$ cat src/rtl/psram_opi_pkg.sv
// Shared types and default command codes for the octal-DDR PSRAM target.
package psram_opi_pkg;

  typedef enum logic [2:0] {
    S_IDLE,
    S_CMD,
    S_ADDR,
    S_LAT,
    S_WDAT,
    S_RDAT,
    S_MRW,
    S_IGN
  } state_e;

  localparam logic [7:0] CMD_WR  = 8'hA0;
  localparam logic [7:0] CMD_RD  = 8'h20;
  localparam logic [7:0] CMD_MRW = 8'hC0;
  localparam logic [7:0] CMD_MRR = 8'h40;

  localparam int MR_NUM = 8;

endpackage

$ cat src/rtl/psram_opi_slv_if.sv
// PSRAM pin bus between the controller (master) and this target (slave).
interface psram_opi_slv_if;
  logic       psram_sck_i;
  logic       psram_ce_i;
  logic [7:0] psram_io_in_i;
  logic [7:0] psram_io_out_o;
  logic [7:0] psram_io_en_o;
  logic       psram_dqs_in_i;
  logic       psram_dqs_out_o;
  logic       psram_dqs_en_o;

  modport master (
    output psram_sck_i, psram_ce_i, psram_io_in_i, psram_dqs_in_i,
    input  psram_io_out_o, psram_io_en_o, psram_dqs_out_o, psram_dqs_en_o
  );

  modport slave (
    input  psram_sck_i, psram_ce_i, psram_io_in_i, psram_dqs_in_i,
    output psram_io_out_o, psram_io_en_o, psram_dqs_out_o, psram_dqs_en_o
  );
endinterface

$ cat src/rtl/psram_opi_sync.sv
// Oversampling front end: every bus pin goes through the same 2-flop
// synchronizer so IO/DQS stay aligned with the SCK edge that carries them.
module psram_opi_sync (
  input  logic       clk,
  input  logic       rst_n,
  input  logic       sck,
  input  logic       ce,
  input  logic [7:0] io,
  input  logic       dqs,
  output logic       beat,
  output logic       ce_fall,
  output logic       ce_rise,
  output logic [7:0] io_s,
  output logic       dqs_s
);
  // [0],[1] synchronize; [2] is the previous synchronized level for edge detect
  logic [2:0]      sck_q, ce_q;
  logic [1:0]      dqs_q;
  logic [1:0][7:0] io_q;

  // Synchronizer chain; CE# resets high so reset release is not seen as a select
  always_ff @(posedge clk or negedge rst_n) begin
    if (!rst_n) begin
      sck_q <= '0;
      ce_q  <= '1;
      dqs_q <= '0;
      io_q  <= '0;
    end else begin
      sck_q <= {sck_q[1:0], sck};
      ce_q  <= {ce_q[1:0], ce};
      dqs_q <= {dqs_q[0], dqs};
      io_q  <= {io_q[0], io};
    end
  end

  // An SCK edge in the cycle CE# goes high is masked because ce_q[1] is already 1
  assign beat    = (sck_q[1] ^ sck_q[2]) & ~ce_q[1];
  assign ce_fall = ~ce_q[1] & ce_q[2];
  assign ce_rise = ce_q[1] & ~ce_q[2];
  assign io_s    = io_q[1];
  assign dqs_s   = dqs_q[1];
endmodule

$ cat src/rtl/psram_opi_slv.sv
// Octal-DDR PSRAM target: decodes command/address/latency beats and serves
// bursts from a byte-wide backing memory plus an 8-entry mode-register file.
module psram_opi_slv
  import psram_opi_pkg::*;
#(
  parameter int         MEM_AW  = 16,
  parameter logic [7:0] WCMD    = CMD_WR,
  parameter logic [7:0] RCMD    = CMD_RD,
  parameter logic [7:0] MRW_CMD = CMD_MRW,
  parameter logic [7:0] MRR_CMD = CMD_MRR,
  parameter int         LAT_WR  = 4,
  parameter int         LAT_RD  = 6
) (
  input  logic              clk_i,
  input  logic              rst_n_i,
  psram_opi_slv_if.slave    bus,
  output logic              mem_req_o,
  output logic              mem_we_o,
  output logic [MEM_AW-1:0] mem_addr_o,
  output logic [7:0]        mem_wdata_o,
  input  logic [7:0]        mem_rdata_i,
  output logic              busy_o,
  output logic              err_o
);
  localparam int                LCW   = 8;
  localparam logic [LCW-1:0]    LD_WR = LCW'(2*LAT_WR-1);
  localparam logic [LCW-1:0]    LD_RD = LCW'(2*LAT_RD-1);
  localparam logic [MEM_AW-1:0] A_ONE = MEM_AW'(1);

  logic       beat, ce_fall, ce_rise, dqs;
  logic [7:0] io;

  psram_opi_sync u_sync (
    .clk    (clk_i),
    .rst_n  (rst_n_i),
    .sck    (bus.psram_sck_i),
    .ce     (bus.psram_ce_i),
    .io     (bus.psram_io_in_i),
    .dqs    (bus.psram_dqs_in_i),
    .beat   (beat),
    .ce_fall(ce_fall),
    .ce_rise(ce_rise),
    .io_s   (io),
    .dqs_s  (dqs)
  );

  state_e                 state;
  logic [7:0]             cmd;
  logic [1:0]             bcnt;
  logic [LCW-1:0]         lcnt;
  logic [MEM_AW-1:0]      addr, addr_nxt;
  logic [7:0]             pf, rd_byte, io_out, io_en;
  logic                   rd_pend, dqs_out, dqs_en;
  logic [MR_NUM-1:0][7:0] mr;
  logic                   cmd_ok, is_rd, is_mrr, rd_beat;

  // Address bytes arrive MSB first; shifting and truncating keeps the low MEM_AW bits
  assign addr_nxt = MEM_AW'({addr, io});
  assign cmd_ok   = (io == cmd) && (io inside {WCMD, RCMD, MRW_CMD, MRR_CMD});
  assign is_mrr   = (cmd == MRR_CMD);
  assign is_rd    = (cmd == RCMD) || is_mrr;
  // Bypass the prefetch register when the byte lands in the same cycle as the beat
  assign rd_byte  = is_mrr ? mr[addr[2:0]] : (rd_pend ? mem_rdata_i : pf);
  assign rd_beat  = beat && (((state == S_LAT) && (lcnt == '0) && is_rd) ||
                             (state == S_RDAT));

  // Prefetch capture: read data is valid one cycle after the request strobe
  always_ff @(posedge clk_i or negedge rst_n_i) begin
    if (!rst_n_i) begin
      rd_pend <= 1'b0;
      pf      <= '0;
    end else begin
      rd_pend <= mem_req_o & ~mem_we_o;
      if (rd_pend) pf <= mem_rdata_i;
    end
  end

  // Main protocol FSM with registered bus and memory outputs
  always_ff @(posedge clk_i or negedge rst_n_i) begin
    if (!rst_n_i) begin
      state       <= S_IDLE;
      cmd         <= '0;
      bcnt        <= '0;
      lcnt        <= '0;
      addr        <= '0;
      mr          <= '0;
      io_out      <= '0;
      io_en       <= '0;
      dqs_out     <= 1'b0;
      dqs_en      <= 1'b0;
      mem_req_o   <= 1'b0;
      mem_we_o    <= 1'b0;
      mem_addr_o  <= '0;
      mem_wdata_o <= '0;
      err_o       <= 1'b0;
    end else begin
      mem_req_o <= 1'b0;
      err_o     <= 1'b0;
      if (ce_rise) begin
        // Deselect aborts everything; only a transfer cut before data is an error
        err_o   <= state inside {S_CMD, S_ADDR, S_LAT};
        state   <= S_IDLE;
        io_en   <= '0;
        io_out  <= '0;
        dqs_en  <= 1'b0;
        dqs_out <= 1'b0;
      end else begin
        if (rd_beat) begin
          io_out  <= rd_byte;
          io_en   <= '1;
          dqs_out <= ~dqs_out;
          if (!is_mrr) begin
            mem_req_o  <= 1'b1;
            mem_we_o   <= 1'b0;
            mem_addr_o <= addr;
            addr       <= addr + A_ONE;
          end
        end
        case (state)
          S_IDLE: if (ce_fall) begin
            state <= S_CMD;
            bcnt  <= '0;
          end
          S_CMD: if (beat) begin
            if (bcnt == 2'd0) begin
              cmd  <= io;
              bcnt <= 2'd1;
            end else if (cmd_ok) begin
              state <= S_ADDR;
              bcnt  <= 2'd0;
            end else begin
              err_o <= 1'b1;
              state <= S_IGN;
            end
          end
          S_ADDR: if (beat) begin
            addr <= addr_nxt;
            bcnt <= bcnt + 2'd1;
            if (bcnt == 2'd3) begin
              if (cmd == MRW_CMD) begin
                state <= S_MRW;
              end else begin
                state <= S_LAT;
                lcnt  <= is_rd ? LD_RD : LD_WR;
                if (is_rd) begin
                  dqs_en  <= 1'b1;
                  dqs_out <= 1'b0;
                end
                if (cmd == RCMD) begin
                  mem_req_o  <= 1'b1;
                  mem_we_o   <= 1'b0;
                  mem_addr_o <= addr_nxt;
                  addr       <= addr_nxt + A_ONE;
                end
              end
            end
          end
          S_LAT: if (beat) begin
            if (lcnt == '0) state <= is_rd ? S_RDAT : S_WDAT;
            else            lcnt  <= lcnt - LCW'(1);
          end
          S_WDAT: if (beat) begin
            if (!dqs) begin
              mem_req_o   <= 1'b1;
              mem_we_o    <= 1'b1;
              mem_addr_o  <= addr;
              mem_wdata_o <= io;
            end
            addr <= addr + A_ONE;
          end
          S_MRW: if (beat) begin
            mr[addr[2:0]] <= io;
            state         <= S_IGN;
          end
          default: ; // S_RDAT is served by rd_beat; S_IGN waits for deselect
        endcase
      end
    end
  end

  assign bus.psram_io_out_o  = io_out;
  assign bus.psram_io_en_o   = io_en;
  assign bus.psram_dqs_out_o = dqs_out;
  assign bus.psram_dqs_en_o  = dqs_en;
  assign busy_o              = (state != S_IDLE);
endmodule

$ cat src/flat_wrapper.sv
// flat-port wrapper written by rule: the top's interface ports become plain ports
module psram_opi_slv_flat import psram_opi_pkg::*;
#(
  parameter int         MEM_AW  = 16,
  parameter logic [7:0] WCMD    = CMD_WR,
  parameter logic [7:0] RCMD    = CMD_RD,
  parameter logic [7:0] MRW_CMD = CMD_MRW,
  parameter logic [7:0] MRR_CMD = CMD_MRR,
  parameter int         LAT_WR  = 4,
  parameter int         LAT_RD  = 6
)
  (clk_i, rst_n_i, mem_req_o, mem_we_o, mem_addr_o, mem_wdata_o, mem_rdata_i, busy_o, err_o, bus_psram_sck_i, bus_psram_ce_i, bus_psram_io_in_i, bus_psram_dqs_in_i, bus_psram_io_out_o, bus_psram_io_en_o, bus_psram_dqs_out_o, bus_psram_dqs_en_o);
  psram_opi_slv_if bus_i ();
  input  logic clk_i;
  input  logic rst_n_i;
  output logic mem_req_o;
  output logic mem_we_o;
  output logic [MEM_AW-1:0] mem_addr_o;
  output logic [7:0] mem_wdata_o;
  input  logic [7:0] mem_rdata_i;
  output logic busy_o;
  output logic err_o;
  input wire logic [$bits(bus_i.psram_sck_i)-1:0] bus_psram_sck_i;
  input wire logic [$bits(bus_i.psram_ce_i)-1:0] bus_psram_ce_i;
  input wire logic [$bits(bus_i.psram_io_in_i)-1:0] bus_psram_io_in_i;
  input wire logic [$bits(bus_i.psram_dqs_in_i)-1:0] bus_psram_dqs_in_i;
  output wire logic [$bits(bus_i.psram_io_out_o)-1:0] bus_psram_io_out_o;
  output wire logic [$bits(bus_i.psram_io_en_o)-1:0] bus_psram_io_en_o;
  output wire logic [$bits(bus_i.psram_dqs_out_o)-1:0] bus_psram_dqs_out_o;
  output wire logic [$bits(bus_i.psram_dqs_en_o)-1:0] bus_psram_dqs_en_o;
  assign bus_i.psram_sck_i = bus_psram_sck_i;
  assign bus_i.psram_ce_i = bus_psram_ce_i;
  assign bus_i.psram_io_in_i = bus_psram_io_in_i;
  assign bus_i.psram_dqs_in_i = bus_psram_dqs_in_i;
  assign bus_psram_io_out_o = bus_i.psram_io_out_o;
  assign bus_psram_io_en_o = bus_i.psram_io_en_o;
  assign bus_psram_dqs_out_o = bus_i.psram_dqs_out_o;
  assign bus_psram_dqs_en_o = bus_i.psram_dqs_en_o;
  psram_opi_slv #(.MEM_AW(MEM_AW), .WCMD(WCMD), .RCMD(RCMD), .MRW_CMD(MRW_CMD), .MRR_CMD(MRR_CMD), .LAT_WR(LAT_WR), .LAT_RD(LAT_RD)) u_core (.clk_i(clk_i), .rst_n_i(rst_n_i), .bus(bus_i), .mem_req_o(mem_req_o), .mem_we_o(mem_we_o), .mem_addr_o(mem_addr_o), .mem_wdata_o(mem_wdata_o), .mem_rdata_i(mem_rdata_i), .busy_o(busy_o), .err_o(err_o));
endmodule
$ cat config.mk
export PLATFORM = sky130hd
export DESIGN_NAME = psram_opi_slv_flat
export DESIGN_NICKNAME = d
export VERILOG_FILES = /design/src/rtl/psram_opi_pkg.sv /design/src/rtl/psram_opi_slv_if.sv /design/src/rtl/psram_opi_sync.sv /design/src/rtl/psram_opi_slv.sv /design/src/flat_wrapper.sv
export SDC_FILE = /design/constraint.sdc
export NUM_CORES = 1
export LEC_CHECK = 0
export CAP_MARGIN = 30
export CORE_UTILIZATION = 40
export DETAILED_ROUTE_END_ITERATION = 12
export DONT_BUFFER_PORTS = 1
export GPL_ROUTABILITY_DRIVEN = 1
export SYNTH_ARGS = -nofsm -noshare
export SYNTH_HDL_FRONTEND = slang
export SYNTH_SLANG_ARGS = --single-unit
export TNS_END_PERCENT = 20
$ cat constraint.sdc
create_clock -name clk_i -period 3.1 [get_ports clk_i]
set_clock_uncertainty 0.05 [all_clocks]
set_input_delay 0.155 -clock clk_i [delete_from_list [all_inputs] [get_ports clk_i]]
set_output_delay 0.155 -clock clk_i [all_outputs]
set_load 0.1 [all_outputs]
After elaboration in Yosys (flattened, before gate mapping). Index checks and enable logic that the tools add are counted. Widths: inputs -> output; s select.

Reduce and logical (&&, ||, !) cells: 28. Eq/ne operators: 32. Add/subtract/negate cells: 4. Multiplexer cells: 91. Bitwise gates (word level): 11. Magnitude comparators: 2.

Operator list (number): $mux 16 (15); $mux 8 (13); $bwmux 64 (1); $pmux 16 s2 (2); $mux 1 (36); $mux 3 (11); $add 16x1->16 const B (2); $bmux 8 s3 (1); $demux 8 s3 (1); $eq 8x8->1 const B (3); $eq 8x6->1 const B (2); $eq 8x7->1 const B (2); $pmux 8 s2 (1); $ne 3x1->1 const B (5); $pmux 3 s5 (1); $ne 3x2->1 const B (4); $reduce_bool 2->1 (6); $mux 2 (5); $ne 2x1->1 const B (5); $eq 3x3->1 const B (3); $reduce_and 9->1 (1); $reduce_bool 3->1 (3); $eq 8x8->1 (1); $logic_not 8->1 (1); 25 further kinds (43).

Flip-flop bits (word level): 179. Output and inout bits: 46. Input bits: 21.

Longest topological paths before layout. Gate-level depths: netlist (run 1).

Depth in word-level cells: 12. Gate-level depth with buffers: 10. Gate-level depth less buffers: 8.

Modules after synthesis. A second synthesis (run 1) with hierarchy kept.

Cells, all modules: 872. Area total of the unflattened synthesis: 9018.6 µm².

Modules (own cells, without submodules): psram_opi_slv (instances 1, seq. area each 3703.6 µm², area an instance 8329.2 µm², cells each 836); psram_opi_sync (instances 1, seq. area each 604.3 µm², area an instance 689.4 µm², cells each 36).

Least setup slack after synthesis (run 1). OpenSTA, ideal clock, no wires.

Path kind: register to register. Start: register u_core.u_sync.io_q, in the netlist u_core.u_sync.io_s[1]. End: register u_core.bcnt[0]. Setup time: 0.125 ns. Path buffers: 1. Data arrival time: 2.097 ns. Cell stages (with the launch flop): 10. Slack: 0.829 ns. Period minus slack after synthesis: 2.271 ns. Path through: dfrtp_1 > clkbuf_1 > inv_1 > ha_1 > nor4b_1 > o21ai_0 > o31ai_1 > nor2_1 > nor3_1 > mux2_2.

Longest elaborated chain between the ends: 5.

Ends and longest elaborated chain: start: declaration (line psram_opi_sync.sv:19) `logic [1:0][7:0] io_q;`; start signal: assignment (line psram_opi_sync.sv:32) `io_q <= {io_q[0], io};`; $eq 8x8->1, or another cell as far along (line psram_opi_slv.sv:59) `assign cmd_ok = (io == cmd) && (io inside {WCMD, RCMD, MRW_CMD, MRR_CMD});`; $reduce_bool 4->1 (line psram_opi_slv.sv:59); $logic_and 1x1->1 (*) (line psram_opi_slv.sv:59); $ne 3x2->1 (no source line) (*); $reduce_and 6->1 (no source line) (*); end signal: assignment (line psram_opi_slv.sv:138) `bcnt <= bcnt + 2'd1;`; end: declaration (line psram_opi_slv.sv:49) `logic [1:0] bcnt;`.

Mark *: on every way between the ends. The rest lies on a longest branch, timed or not. A chain may end at the register's enable or synchronous reset.

Worst setup path after layout (run 1).
Start: register u_core.state[0]. End: register u_core.addr[13].

Longest elaborated chain between the ends: 8.

Ends and longest elaborated chain: start: declaration (line psram_opi_slv.sv:47) `state_e state;`; start signal: assignment (line psram_opi_slv.sv:159) `if (lcnt == '0) state <= is_rd ? S_RDAT : S_WDAT;`; $eq 3x2->1 (line psram_opi_slv.sv:64) `assign rd_beat = beat && (((state == S_LAT) && (lcnt == '0) && is_rd) ||`; $logic_and 1x1->1 (2 in a row) (line psram_opi_slv.sv:64); $logic_or 1x1->1 (line psram_opi_slv.sv:64); $logic_and 1x1->1 (line psram_opi_slv.sv:64); $mux 16 (line psram_opi_slv.sv:108) `if (rd_beat) begin`; $mux 16 (on tied branches) (line psram_opi_slv.sv:162, psram_opi_slv.sv:136); $pmux 16 s2 (*) (line psram_opi_slv.sv:119) `case (state)`; end signal: assignment (line psram_opi_slv.sv:116) `addr <= addr + A_ONE;`; end signal: assignment (line psram_opi_slv.sv:137) `addr <= addr_nxt;`; end signal: assignment (line psram_opi_slv.sv:169) `addr <= addr + A_ONE;`; end: declaration (line psram_opi_slv.sv:51) `logic [MEM_AW-1:0] addr, addr_nxt;`.

Marked as above.

==> impl_metrics.csv, run 1 <==
group,metric,value,unit
status,status,"finished with violations",
status,violations,"hold timing",
die,dieHeight,150,um
cts,postCtsSetupRepairBufs,0,
sta,holdWs,-0.614,ns
logic_synthesis,ys_types,70,
setup_path,cp-end-kind,"flop",
routing,drc_errors,0,
logic_synthesis,synth_common_cells,"dfrtp_1 (169), mux2_2 (85), nand2_1 (57)",
global_route,grt_start_max_net_pins,173,
routing,avgRoutedWirePerCell,20.2,um
sta,finalHoldViolCount,172,
global_route,antenna_found_initial,0,
logic_synthesis,synth_compound_area_share,14.2,%
setup_path,crit_arrival,2.85,ns
logic_synthesis,yosysWarnings,0,
sta,worstMarginPinSlew,0.946,ns
routing,vias,6529,
layout,drive_gt1_share,21.8,%
sta,max_slew_margin,37.1,%
logic_synthesis,synth_cells,821,
layout,fillers,1932,
global_route,grt-ovfl-total,0,
routing,viasPerCell,5.88,
sta,period_share,83.7,%
logic_synthesis,synth_top_family_by_area,"multiplexers",
layout,n_antenna_cell,0,
cts,root_buffer,"clkbuf_16",
cts,clk_path_buf_depth,2,
cts,h-tree-depth,4,
logic_synthesis,ys_ff_latch,172,
die,coreArea,21300,sq um
place,port_buffers,0,
cts,numCtsBuffers,17,
sta,setup_violations,0,
logic_synthesis,seq_area_frac_synth,49.0,%
routing,wl_met2,11000,um
logic_synthesis,syn-mean-instance-area,10.7,sq um
routing,drtIter0Drc,586,
setup_path,slowest_delay,0.61,ns
cts,cts_resized,0,
routing,route.met3.wl,973,um
die,io_pins,67,
logic_synthesis,synth_fa_ha_area_share,0.996,%
die,rows,53,
power,powerDensity,1010,nW/um^2
layout,area_growth,12.9,%
cts,clk_pin_slew,0.07,ns
logic_synthesis,synth-edff-count,0,
cts,clock_latency,0.43,ns
logic_synthesis,post-synth-top-area-cell,"dfrtp_1",
setup_path,path_max_fanout,11,
setup_path,crit_chain,"nand3b_1, nor4_4, a31oi_2, or4_1, mux2i_1, nand3_1",
logic_synthesis,synth_ff_type,"dfrtp_1",
setup_path,crit_type,"reg2reg",
sta,fin_crit,2.59,ns
logic_synthesis,synth_mux_area_share,14.8,%
cts,cts.sinks,172,
die,die_w,150,um
logic_synthesis,ys_top_cells_by_area,"dfrtp_1 (48%), mux2_2 (11%), o21ai_0 (3.1%), mux4_2 (2.6%), nand2_1 (2.4%)",
global_route,grt_pass1_vias,6507,
power,leakagePower,4.24,nW
routing,first_pass_iters,5,
routing,drt.antenna.violating_nets,0,
power,peakVddDrop,649,uV
sta,tns,0,ns
global_route,grt_pass1_wl,36500,um
sta,slew_viol_final,0,
setup_path,start_kind,"flop",
layout,multiInputGateArea,4130,sq um
cts,hold_buffers,19,
min_path,hp-class,"in2async",
logic_synthesis,yosys.area_share.simple,13.8,%
routing,top_layer,"met4",
sta,max_clock_freq,385,MHz
place,pre_cts_ws,0.522,ns
layout,seqCellArea,4310,sq um
setup_path,required,3.36,ns
logic_synthesis,syn-cell-area,8800,sq um
routing,drt_wl_total,22400,um
sta,rsz0062_at_grt,"no",
logic_synthesis,synthArstFlopShare,100,%
global_route,grt.total_usage,21.1,%
die,dieArea,22600,sq um
sta,post-route-worst-setup-slack,0.505,ns
cts,cts_tree,"done",
logic_synthesis,synth_most_common_cell,"dfrtp_1",
logic_synthesis,synth-xor-area-share,3.09,%
power,power,10.0,mW
layout,finalNetCount,851,
logic_synthesis,synth_top_cell_area_share,48.1,%
setup_path,cp_slowest_cell,"or4_1",
run,drv_cap,0,
logic_synthesis,synthesis.nets,849,
routing,wl_met1,10100,um
place,gp_congestion,0.888,
die,start_util,41.3,%
place,dp_hpwl,15000,um
[stage by stage]
step           instance area (sq um)  cells  utilization (%)
2_1_floorplan                   8800    821                -
3_3_place_gp                    9130   1060             42.9
3_5_place_dp                    9130   1060             42.9
4_1_cts                         9930   1111             46.6
5_1_grt                         9930   1111             46.6
6_report                        9930   1111             46.6
[path summary, 6_finish.rpt]
check                                       from                    endpoint  slack [ns]  depth (start not counted)
min reg2reg                u_core.u_sync.io_q[7]       u_core.u_sync.io_s[7]        0.30                          0
max                              u_core.state[0]             u_core.addr[13]        0.51                          6
min in group clk_i                bus_psram_ce_i       u_core.u_sync.ce_q[0]        0.23                          1
min                                      rst_n_i  u_core.bus.psram_dqs_out_o       -0.61                          0
max in group asynchronous                rst_n_i       u_core.u_sync.ce_q[2]        3.34                          0
max reg2reg                      u_core.state[0]             u_core.addr[13]        0.51                          6
[state kept, by name, indices dropped and copies added (netlist names), 2 cells and up]
signal / count
u_core.addr: 16
u_core.u_sync.dqs_q: 2
u_core.u_sync.io_q: 8
u_core.bcnt: 2
u_core.u_sync.io_s: 8
u_core.pf: 8
u_core.lcnt: 8
u_core.cmd: 8
u_core.mem_wdata_o: 8
u_core.bus.psram_io_out_o: 8
u_core.u_sync.sck_q: 3
u_core.u_sync.ce_q: 3
u_core.mem_addr_o: 16
u_core.state: 3
u_core.mr: 64
[power by group]
group / total [mW] / switching, mW / leakage [nW] / internal [mW]
combinational: 2.93 / 1.68 / 1.76 / 1.25
clock: 2.22 / 0.938 / 0.293 / 1.28
sequential: 4.86 / 2.00 / 2.19 / 2.86
total: 10.0 / 4.61 / 4.24 / 5.39
[final cells by class]
class                   count  area share (%)
inverters                  13           0.491
multi-input cells         563            41.5
well taps                 275            3.47
repair buffers             56            4.91
clock buffers              21            4.84
clock inverters            11            1.32
flip-flops and latches    172            43.4
[critical path: cells and delay by family, from the launching register on]
| family | cells | cell delay, ns |
|---|---|---|
| simple gates | 4 | 1.37 |
| flops | 1 | 0.55 |
| compound gates | 1 | 0.33 |
| mux | 1 | 0.18 |
[layer usage]
| metal | up-vias | GRT usage [%] |
|---|---|---|
| met4 | 0 | 6.31 |
| met3 | 35 | 3.45 |
| met5 | - | 0 |
| met2 | 212 | 34.6 |
| met1 | 3259 | 28.4 |
| li1 | 3023 | - |
[kinds of logic (layout without fill, tap and decap cells)]
kind of cell	Yosys count	in the layout
buffers and inverters	86	101
xor gates and xnor gates	31	31
muxes	107	107
DFF	172	172
AOI/OAI and AO/OA	186	186
and+or+nand+nor	232	232
adders and majority gates	7	7
[cell usage in the layout, fill, tap and decap left out, drive strengths merged, types with 11 or more instances in the layout]
cell	count
dfrtp	169
mux2	85
nand2	57
o21ai	56
nor2	42
buf	37
a21oi	33
nand3	32
nor3	23
clkbuf	21
xnor2	20
dlygate4sd3	19
inv	16
nand4	15
a221oi	14
mux2i	12
and3	11
xor2	11
No activity file was read; power rests on OpenSTA's default activity.
==> run 2, diff against run 1 <==
- clock period: 3.1 -> 2.6 ns (I/O delays scaled with it)
==> run 2 against run 1 <==
The run still ends with hold timing left. Sequential share of layout area is 1.6 points lower. First-iteration DRC count decreased by 1.9%. Global-route usage is 0.80 points higher. Sequential cell count stayed put. Utilization is 1.8 points higher. Via count grew 3.5%. Routed wire length grew 3.3%. Total power increased by 22%. Die area unchanged. Register-to-register slack lost 0.33 ns. Worst hold slack got worse by 0.032 ns. Non-clock buffer count grew 51. Largest cell class unchanged.
==> impl_metrics.csv, run 2 (same netlist as run 1, synthesis figures left out) <==
group,metric,value,unit
status,status,"finished with violations",
status,violations,"hold timing",
cts,hold_buffers,19,
global_route,grt_start_max_net_pins,173,
die,io_pins,67,
cts,h-tree-depth,4,
setup_path,crit_type,"reg2reg",
routing,viasPerCell,5.82,
setup_path,slowest_delay,0.56,ns
die,rows,53,
setup_path,cp-end-kind,"flop",
power,internal_power,6.51,mW
place,gp_congestion,0.897,
layout,instances_no_fill,1162,
sta,setup_violations,0,
routing,drt.antenna.violating_nets,0,
setup_path,r2r_setup_slack,0.18,ns
sta,period_share,93.3,%
layout,final_common_cell,"dfrtp_1",
layout,n_antenna_cell,0,
sta,slew_viol_final,0,
setup_path,crit_arrival,2.67,ns
routing,avgRoutedWirePerCell,19.9,um
setup_path,required,2.85,ns
routing,drtIter0Drc,575,
sta,fin_crit,2.42,ns
die,start_util,41.3,%
min_path,hp-class,"in2async",
power,combPwrFrac,42.3,%
die,dieHeight,150,um
run,drv_cap,0,
die,die_w,150,um
global_route,antenna_found_initial,0,
layout,top_register,"u_core.mr",
cts,root_buffer,"clkbuf_16",
layout,fillers,1940,
setup_path,worstReg2RegEnd,"u_core.addr[13]",
power,seq_power_share,37.5,%
setup_path,worst_r2r_path_depth,6,
sta,max_clock_freq,412,MHz
setup_path,path_max_fanout,5,
cts,postCtsSetupRepairBufs,0,
cts,cts.sinks,172,
power,p_sw,5.65,mW
global_route,grt-ovfl-total,0,
power,powerDensity,1180,nW/um^2
layout,utilization,48.5,%
routing,first_pass_iters,5,
sta,holdWs,-0.645,ns
setup_path,rr_startpoint,"u_core.cmd[0]",
cts,clock_latency,0.42,ns
power,peakVddDrop,650,uV
routing,vias,6760,
cts,clk_path_buf_depth,2,
cts,clk_pin_slew,0.07,ns
layout,drive_gt1_share,26.4,%
power,leakagePower,4.49,nW
sta,finalHoldViolCount,172,
global_route,grt_pass1_vias,6782,
power,p_sw_share,46.4,%
place,dpl.cell_count,1111,
layout,reg_top3,"u_core.mr (64), u_core.addr (16), u_core.mem_addr_o (16)",
layout,area_growth,17.3,%
cts,cts_tree,"done",
setup_path,cp_slowest_cell,"or4_1",
power,pwr-share-clk,20.3,%
place,dp_hpwl,15700,um
layout,finalNetCount,902,
sta,worstMarginPinSlew,0.919,ns
setup_path,start_kind,"flop",
layout,largest_register_ffs,64,
cts,numCtsBuffers,17,
sta,rsz0062_at_grt,"no",
die,dieArea,22600,sq um
sta,tns,0,ns
sta,max_slew_margin,38.7,%
routing,drt_wl_total,23200,um
die,coreArea,21300,sq um
global_route,grt_pass1_wl,37600,um
global_route,grt.total_usage,21.9,%
setup_path,crit_chain,"or3_4, nor4_4, a31oi_2, or4_1, mux2i_1, nand3_1",
layout,layout_common_cells,"dfrtp_1 (168), mux2_2 (85), buf_4 (84)",
routing,drc_errors,0,
place,port_buffers,0,
[run 2: cell type report]
type                    count  area (sq um)  area share [%]
clock buffers              18           439            4.26
well taps                 275           344            3.34
repair buffers            107           908            8.81
clock inverters            14           131            1.27
multi-input cells         563          4130            40.1
flip-flops and latches    172          4310            41.8
inverters                  13          48.8           0.473
[run 2: worst max-delay path by stage]
stage,startpoint,to,slack (ns),cells after the start
after floorplan,u_core.u_sync.io_s[1],u_core.bcnt[0],0.33,9
after global placement,u_core.cmd[2],u_core.addr[13],0.24,6
after detailed placement,u_core.lcnt[3],u_core.addr[13],0.15,6
after CTS,u_core.lcnt[3],u_core.addr[13],0.14,6
after global routing,u_core.cmd[2],u_core.mem_addr_o[3],0.01,6
final,u_core.cmd[0],u_core.addr[13],0.18,6
[run 2: power groups by stage]
stage | Sequential [mW] | Clock [mW] | Combinational [mW]
finish | 4.56 | 2.46 | 5.14
global route | 4.67 | 2.62 | 5.49
CTS | 4.54 | 2.52 | 5.13
detailed placement | 4.58 | 0 | 5.09
global placement | 4.57 | 0 | 5.05
floorplan | 5.47 | 0 | 2.93
[run 2: critical path, delay by kind of cell, from the launching register on]
family	cells	cell delay (ns)
and+or+nand+nor	4	1.45
AOI/OAI and AO/OA	1	0.20
muxes	1	0.17
DFF	1	0.44
[run 2: metal layers]
layer	GRT usage, %	vias to the layer above	routed length [um]
met1	28.8	3348	10000
li1	-	3130	-
met5	0	-	0
met2	35.3	237	11200
met4	9.19	0	724
met3	4.03	45	1200
[run 2: metrics by stage]
step	hold slack, ns	power [mW]	area, sq um	worst slack (ns)
after floorplan	-0.216	8.40	8800	0.329
after detailed placement	-0.204	9.67	9550	0.146
after CTS	-0.664	12.2	10300	0.142
after global placement	-0.202	9.62	9550	0.240
final	-0.645	12.2	10300	0.175
after global routing	-0.667	12.8	10300	0.0147
[run 2: timing repair]
action | CTS | global route
hold endpoints to repair | 191 | 172
gates resized for setup | 0 | 1
setup endpoints to repair | 0 | 2
